===== config.mk =====
export PLATFORM = sky130hd
export DESIGN_NAME = fetch_align_buffer
export DESIGN_NICKNAME = d
export VERILOG_FILES = /design/src/rtl/fetch_align_buffer.sv
export SDC_FILE = /design/constraint.sdc
export NUM_CORES = 1
export LEC_CHECK = 0
export ABC_AREA = 1
export CORE_MARGIN = 5
export CORE_UTILIZATION = 50
export DETAILED_ROUTE_END_ITERATION = 8
export HOLD_SLACK_MARGIN = 0.02
export PLACE_DENSITY = 0.87
export SLEW_MARGIN = 20
export SYNTH_ARGS = -nofsm -noshare
export SYNTH_HDL_FRONTEND = slang
export SYNTH_SLANG_ARGS = --single-unit

===== constraint.sdc =====
create_clock -name clk -period 4.4 [get_ports clk]
set_input_delay 1.1 -clock clk [delete_from_list [all_inputs] [get_ports clk]]
set_output_delay 1.1 -clock clk [all_outputs]
set_load 0.05 [all_outputs]

===== src/rtl/fetch_align_buffer.sv =====
// fetch_align_buffer: splits 64-bit fetch beats into two 32-bit instructions with PC and type code
// Ports:
//   clk, reset_n          clock, asynchronous active-low reset
//   fetch_addr            8-byte-aligned address of the beat wanted next
//   bus_ready/bus_valid   beat handshake, bus_data[31:0] = instr at fetch_addr, [63:32] = fetch_addr+4
//   instruction, instruction_type, pc, out_valid, out_ready
//                         decode-side handshake, outputs driven from registers
//   redirect_valid/_pc    flush and restart fetch at redirect_pc (bits [1:0] ignored)
//   halted                high while stopped on a zero instruction
// Optional: define HALT_ON_ZERO_EN to stop after a 32'h00000000 instruction is consumed.

`ifndef R_TYPE
`define R_TYPE  3'd0
`endif
`ifndef I_TYPE
`define I_TYPE  3'd1
`endif
`ifndef S_TYPE
`define S_TYPE  3'd2
`endif
`ifndef SB_TYPE
`define SB_TYPE 3'd3
`endif
`ifndef U_TYPE
`define U_TYPE  3'd4
`endif
`ifndef UJ_TYPE
`define UJ_TYPE 3'd5
`endif

module fetch_align_buffer #(
    parameter int INSTRUCTION_LENGTH = 32,
    parameter int BUS_WIDTH = 64,
    parameter int ADDR_WIDTH = 64,
    parameter int TYPE_WIDTH = 3,
    parameter logic [ADDR_WIDTH-1:0] RESET_PC = '0
) (
    input  logic                          clk,
    input  logic                          reset_n,
    output logic [ADDR_WIDTH-1:0]         fetch_addr,
    output logic                          bus_ready,
    input  logic                          bus_valid,
    input  logic [BUS_WIDTH-1:0]          bus_data,
    output logic [INSTRUCTION_LENGTH-1:0] instruction,
    output logic [TYPE_WIDTH-1:0]         instruction_type,
    output logic [ADDR_WIDTH-1:0]         pc,
    output logic                          out_valid,
    input  logic                          out_ready,
    input  logic                          redirect_valid,
    input  logic [ADDR_WIDTH-1:0]         redirect_pc,
    output logic                          halted
);
    typedef enum logic [1:0] {EMPTY, LOW, HIGH, HALTED} state_t;
    state_t state;
    logic [ADDR_WIDTH-1:0] pc_q, pc_inc, fetch_base;
    logic [BUS_WIDTH-1:0] word;
    logic fire, accept, halt_now;
    logic [6:0] opcode;
    assign pc_inc = pc_q + ADDR_WIDTH'(4);
    assign out_valid = (state == LOW) | (state == HIGH);
    // In HIGH the next beat can land in the same cycle the upper half is consumed
    assign bus_ready = (state == EMPTY) | ((state == HIGH) & out_ready);
    assign fire = out_valid & out_ready;
    assign accept = bus_valid & bus_ready & ~redirect_valid;
    assign instruction = (state == HIGH) ? word[BUS_WIDTH-1:INSTRUCTION_LENGTH] : word[INSTRUCTION_LENGTH-1:0];
    assign pc = pc_q;
    assign fetch_base = (state == HIGH) ? pc_inc : pc_q;
    assign fetch_addr = fetch_base & ~ADDR_WIDTH'(7);
    assign opcode = instruction[6:0];
`ifdef HALT_ON_ZERO_EN
    assign halt_now = fire & (instruction == '0);
    assign halted = (state == HALTED);
`else
    assign halt_now = 1'b0;
    assign halted = 1'b0;
`endif
    always_comb begin
        case (opcode)
            7'b0110011, 7'b0111011: instruction_type = `R_TYPE;
            7'b0000011, 7'b0010011, 7'b0011011, 7'b1100111, 7'b1110011: instruction_type = `I_TYPE;
            7'b0100011: instruction_type = `S_TYPE;
            7'b1100011: instruction_type = `SB_TYPE;
            7'b0110111, 7'b0010111: instruction_type = `U_TYPE;
            7'b1101111: instruction_type = `UJ_TYPE;
            default: instruction_type = 3'b111;
        endcase
    end
    always_ff @(posedge clk or negedge reset_n) begin
        if (!reset_n) begin
            state <= EMPTY;
            pc_q <= RESET_PC;
            word <= '0;
        end else if (redirect_valid) begin
            // A same-cycle fire is still consumed by decode but pc_q restarts here
            state <= EMPTY;
            pc_q <= redirect_pc & ~ADDR_WIDTH'(3);
        end else begin
            if (fire)
                pc_q <= pc_inc;
            if (accept)
                word <= bus_data;
            case (state)
                // Entering at an odd word skips the lower half of the beat
                EMPTY: if (accept) state <= pc_q[2] ? HIGH : LOW;
                LOW: if (fire) state <= halt_now ? HALTED : HIGH;
                HIGH: if (fire) state <= halt_now ? HALTED : (accept ? LOW : EMPTY);
                default: state <= state;
            endcase
        end
    end
endmodule


# ---- Word level (Yosys, flattened, before mapping)
# Index checks and enable logic that the tools add are counted.
# W data, S select, Z words.
dict set report word_totals {
  out_inout_bits 166
  regBits 130
  wordCells 48
}
dict set report classes {
  n_eq_ne 17
  addsub 1
  bitwise_logic 7
  n_reduce_logical 8
  n_mux 12
}
# cell n
set op_table {}
lappend op_table {{$mux W64} 3}
lappend op_table {{$add A64 B3 Y64 const B} 1}
lappend op_table {{$mux W32} 1}
lappend op_table {{$eq A7 B6 Y1 const B} 4}
lappend op_table {{$eq A7 B7 Y1 const B} 4}
lappend op_table {{$eq A7 B5 Y1 const B} 3}
lappend op_table {{$pmux W3 S6} 1}
lappend op_table {{$mux W2} 5}
lappend op_table {{$ne A3 B3 Y1 const B} 3}
lappend op_table {{$eq A7 B2 Y1 const B} 1}
lappend op_table {{$pmux W2 S3} 1}
lappend op_table {{$reduce_or A5 Y1} 1}
lappend op_table {{$and A1 B1 Y1} 4}
lappend op_table {{$reduce_and A4 Y1} 1}
lappend op_table {{$reduce_bool A4 Y1} 1}
lappend op_table {{$reduce_or A2 Y1} 2}
lappend op_table {{$eq A2 B1 Y1 const B} 1}
lappend op_table {{$eq A2 B2 Y1 const B} 1}
lappend op_table {{$logic_not A2 Y1} 1}
lappend op_table {{$or A1 B1 Y1} 2}
lappend op_table {{$reduce_and A2 Y1} 1}
lappend op_table {{$reduce_bool A2 Y1} 1}
lappend op_table {{$mux W1} 1}
lappend op_table {{$not A1 Y1} 1}

# ---- Logic depth before layout (Yosys ltp)
dict set report depth {
  depth_word 9
  mapped_depth 13
  mapped_depth_nobuf 12
}

# ---- Worst setup path before layout
# OpenSTA, ideal clock, no wires.
dict set report synth_timing {
  kind {flip-flop to output port}
  from {reg state[0]}
  to {out instruction_type[2]}
  stages_incl_launch_ff 6
  t_required_ns 3.300
  t_arrival_ns 3.231
  slack_ns 0.069
  n_path_buf 0
  cell_sequence {dfrtp_1 inv_1 ha_1 o21ai_0 nor3_1 nor3_1}
}
dict set report synth_via {
  elab_chain_len 5
  word_cells_on_any_way 18
  classes_between {13 x eq/ne; 2 x mux; 3 x reduce/logical}
}
# element line
set synth_rtl {}
lappend synth_rtl {{from (decl)} 54} ;# state_t state;
lappend synth_rtl {{from (signal assigned)} 104} ;# EMPTY: if (accept) state <= pc_q[2] ? HIGH : LOW;
lappend synth_rtl {{from (signal assigned)} 105} ;# LOW: if (fire) state <= halt_now ? HALTED : HIGH;
lappend synth_rtl {{from (signal assigned)} 106} ;# HIGH: if (fire) state <= halt_now ? HALTED : (accept ? LOW : EMPTY);
lappend synth_rtl {{$eq A2 B2 Y1 (*)} 65} ;# assign instruction = (state == HIGH) ? word[BUS_WIDTH-1:INSTRUCTION_LENGTH] : word[INSTRUCTION_LENGTH-1:0];
lappend synth_rtl {{$mux W32 (*)} 65}
lappend synth_rtl {{named net instruction[2]} 44} ;# output logic [INSTRUCTION_LENGTH-1:0] instruction,
lappend synth_rtl {{$eq A7 B2 Y1, or another cell as far along} 78} ;# case (opcode)
lappend synth_rtl {{$reduce_or A5 Y1 or $reduce_or A2 Y1 (tied branches)} 78}
lappend synth_rtl {{$pmux W3 S6 (*)} 78}
lappend synth_rtl {{to (decl)} 45} ;# output logic [TYPE_WIDTH-1:0] instruction_type,
# The timed path passes the listed nets; every way through them passes the cells marked *.

# ---- Worst setup path after layout
dict set report layout_timing {
  from {reg pc_q[3], in the netlist pc[3]}
  to {out fetch_addr[30]}
}
dict set report layout_via {
  elab_chain_len 2
}
# element line
set layout_rtl {}
lappend layout_rtl {{from (decl)} 55} ;# logic [ADDR_WIDTH-1:0] pc_q, pc_inc, fetch_base;
lappend layout_rtl {{from (signal assigned)} 96} ;# pc_q <= redirect_pc & ~ADDR_WIDTH'(3);
lappend layout_rtl {{from (signal assigned)} 99} ;# pc_q <= pc_inc;
lappend layout_rtl {{$add A64 B3 Y64} 59} ;# assign pc_inc = pc_q + ADDR_WIDTH'(4);
lappend layout_rtl {{$mux W64} 67} ;# assign fetch_base = (state == HIGH) ? pc_inc : pc_q;
lappend layout_rtl {{to (decl)} 40} ;# output logic [ADDR_WIDTH-1:0] fetch_addr,
# No other way between the ends.

==> results by stage <==
Outcome:
- The run finished with clean final reports.

Worst setup path:
- Walking the worst path, the cells encountered are ha_1, nand2_2, nor2_4, nand2_4, nor2_4, nand2_1, xor2_1, nand2_1, o21ai_0, clkdlybuf4s50_1.
- The longest individual stage delay on the worst path is 920 ps.
- Among all stages on the critical path, the largest delay is contributed by clkdlybuf4s50_1.
- STA puts the critical path data arrival time at 3070 ps.
- STA puts the critical path data required time at 3300 ps.
- The biggest fanout along the worst timing path is 6.
- The element type at the critical path start is a flop.
- The path type of the worst setup path is flop to output pin.
- STA classifies the critical path endpoint as an output pin.

Placed design:
- Detailed placement finished with a half-perimeter wire length of 23,500 um.
- Port buffering added 290 buffers.
- The total instance count after detailed placement is 1,707.
- The routability congestion estimate from global placement is 1.04.

CTS:
- At the later pin of the worst-skew pair, clock insertion delay measures 420 ps.
- The total clock buffers created by CTS is 17.
- The master cell of the clock root buffer is clkbuf_16.
- For this design, the CTS-stage hold fixing added 0 buffers.
- In this run the deepest clock path goes through 2 buffers.
- The clock transition at the register clock pins on the worst setup and hold paths after CTS is 60 ps.
- The H-tree was split into 4 levels.
- TritonCTS built the clock tree.
- The number of buffers inserted to repair setup after CTS is 0.
- The TritonCTS sink count is 128.
- The number of gates resized after cts is 0.

Yosys:
- The synthesized area is 0.00856 mm2.
- The count of mapped cells out of synthesis is 1,234.
- Counting flops and latches in the post-synthesis netlist gives 128.
- The number of library cell types mapped by synthesis is 33.
- Of the synthesized area, sequential elements account for 37.4%.
- The average cell area after synthesis is 6.94 um2.
- The number of enable-type register cells in the synthesized netlist is 0.
- The largest area contributor in the synthesized netlist is dfrtp_1.
- In the post-synthesis netlist, the biggest area contributors are dfrtp_1 37%, nand2_1 22%, mux2_2 7.8%, nor2_1 5.4%, o21ai_0 4.0%.
- The share of flip-flops with an asynchronous set or reset is 100%.
- The most frequently used cell type in the post-synthesis netlist is nand2_1.
- Summed over its instances, the top area cell type makes up 37.4% of the synthesized netlist area.
- The total of warnings raised by yosys is 0.
- The most instantiated flip-flop cell in the synthesis netlist is dfrtp_1.
- In the synthesized netlist, the cells that appear most often are 508 x nand2_1, 128 x dfrtp_1, 123 x nor2_1, 89 x inv_1, 69 x o21ai_0.

STA:
- Based on the critical path, the design can be clocked at up to 240 MHz.
- Across all hold checks on the routed design, the worst slack comes to 505 ps.
- The number of max-slew violations in the final report was 0.
- Subtracting the final worst setup slack from the clock period gives 4170 ps.
- The clock skew after layout is 9.67 ps.
- The final critical path takes up 94.9% of the cycle.
- The final-report hold violation count is 0.
- For the pin with the worst max-slew slack, the measured transition is 779 ps.
- The final setup violation count is 0.
- The accumulated negative setup slack is 0 ps.
- Setup repair after global routing left no endpoint under its margin.
- The tightest slew margin relative to the limit is 48.1%.

Route:
- Summed over all nets, wire length on met2 after detailed routing comes to 14,800 um.
- The routed layout has 9,355 vias.
- The number of antenna-violating nets in the routed design is 0.
- Summed over all nets, wire length on met3 after detailed routing comes to 3410 um.
- For this run, design rule violations remaining after detail routing come to 0.
- After detailed routing, the total wire length is 31,100 um.
- The top layer reached by signal wires is met4.
- The via density per instance is 5.38.
- The routed metal-1 wirelength is 11,800 um.
- The detailed-router iteration count before antenna repair is 6.
- The iteration-0 DRC count of the detailed router is 740.
- In the final routed layout, each cell accounts on average for 17.9 um.

Layout:
- Excluding fillers, the count of instances in the completed layout stands at 1,738.
- The net total in the final layout is 1,643.
- The sequential cells in the finished layout cover a total of 0.00320 mm2.
- The multi-input combinational cells in the finished layout cover a total of 0.00482 mm2.
- In the final layout, the share of cells above drive strength 1 is 13.8%.
- The layout-stage area growth over the synthesis result is 45.1%.
- 0 antenna diodes ended up in the layout.
- The layout has 1,294 filler cells.

Job:
- The tool flagged a number of max-cap violations equal to 0.

Global routing:
- For this run the aggregate overflow at the end of global routing stands at 0.
- The initial antenna violation count is 0.
- The via count of the first global-routing pass was 8,999.
- The global-route wire length before repair is 48,000 um.
- The all-layer global routing usage is 30.5%.
- The maximum number of pins on one net before global-route repair is 79.

Floorplan:
- The x dimension of the die is 141 um.
- The floorplan has 47 rows.
- In this run the standard cell core region covers 0.0167 mm2.
- The initial standard-cell utilization of the core is 51.2%.
- The die area is 0.0198 mm2.
- The number of I/O pins is 299.
- The die is 141 um tall.

Worst hold path:
- The class of the tightest hold or removal check is flop to flop.

Pwr:
- For this design the static power due to leakage is 5.60 nW.
- The worst vdd rail ir drop is 0.000642 V.
- The power per cell area is 809 mW/mm2.
[final timing paths]
kind | endpoint | cells past startpoint | from | slack, ps
worst max register to register | word[42]$_DFFE_PN0P_ | 8 | state[0]$_DFFE_PN0P_ | 1780
worst min-delay path | word[60]$_DFFE_PN0P_ | 1 | word[60]$_DFFE_PN0P_ | 500
worst min register to register | word[60]$_DFFE_PN0P_ | 1 | word[60]$_DFFE_PN0P_ | 500
max in group asynchronous | word[34]$_DFFE_PN0P_ | 2 | reset_n | 2750
min in group asynchronous | pc[63]$_DFFE_PN0P_ | 1 | reset_n | 730
worst max-delay path | fetch_addr[30] | 10 | pc[3]$_DFFE_PN0P_ | 230
[area by class of cell]
| cell class | count | area share (%) |
|---|---|---|
| Clock buffer | 17 | 3.42 |
| Clock inverter | 14 | 1.85 |
| Inverter | 90 | 2.72 |
| Multi-Input combinational cell | 968 | 38.8 |
| Sequential cell | 128 | 25.8 |
| Tap cell | 220 | 2.22 |
| Timing Repair Buffer | 301 | 25.2 |
[critical path, delay by kind of cell, from the launching register on]
kind	cells	cell delay (ps)
xor gates and xnor gates	1	210
DFF	1	440
AOI/OAI and AO/OA	1	80
buffers and inverters	1	920
adders and majority gates	1	250
and+or+nand+nor	6	770
[routing by layer]
layer,global-route usage (%),vias up
met1,36.4,4353
li1,-,4460
met4,11.6,0
met2,51.0,473
met5,0,-
met3,10.3,69
[state kept, by name, indices dropped and copies added, names as in the netlist]
name and flops:
pc 62, state 2, word 64
[where the power goes]
part | leakage, nW | internal, mW | switching (mW) | total (mW)
Clock | 0.322 | 1.02 | 0.590 | 1.61
Sequential | 1.53 | 1.63 | 0.445 | 2.07
Combinational | 3.75 | 2.13 | 4.24 | 6.37
[cells by family after synthesis]
group           after synthesis  synth area share (%)
other cells                   1                0.0438
xor+xnor                     30                  3.07
flops                       128                  37.4
fa+ha+maj                     4                 0.585
simple gates                729                  34.8
mux                          59                  7.76
buf+inv                     143                  6.75
compound gates              140                  9.61
[stage by stage]
stage	setup slack (ps)	util, %	instance area (um2)	power, mW
3_3_place_gp	700	70.5	11800	8.30
6_report	226	74.4	12400	10.1
4_1_cts	203	74.4	12400	10.1
3_5_place_dp	663	70.5	11800	8.44
5_1_grt	44.8	74.4	12400	10.5
2_1_floorplan	69.0	-	8580	6.10
[cell usage in the layout (no fill, tap or decap), types with 10 or more instances in the layout]
cell type,synthesis,final
a22o_1,12,12
mux2_2,59,59
o21ai_0,69,69
buf_4,6,58
nor2_1,123,122
clkbuf_16,0,17
dfrtp_1,128,128
buf_12,0,27
nand4_1,10,10
o211ai_1,13,13
nand2_1,508,508
nand2_2,11,11
o21bai_1,14,14
inv_1,89,89
xor2_1,30,30
o21ai_1,21,21
nand3_1,56,55
clkdlybuf4s50_1,0,214
No activity file was read; power rests on OpenSTA's default activity.
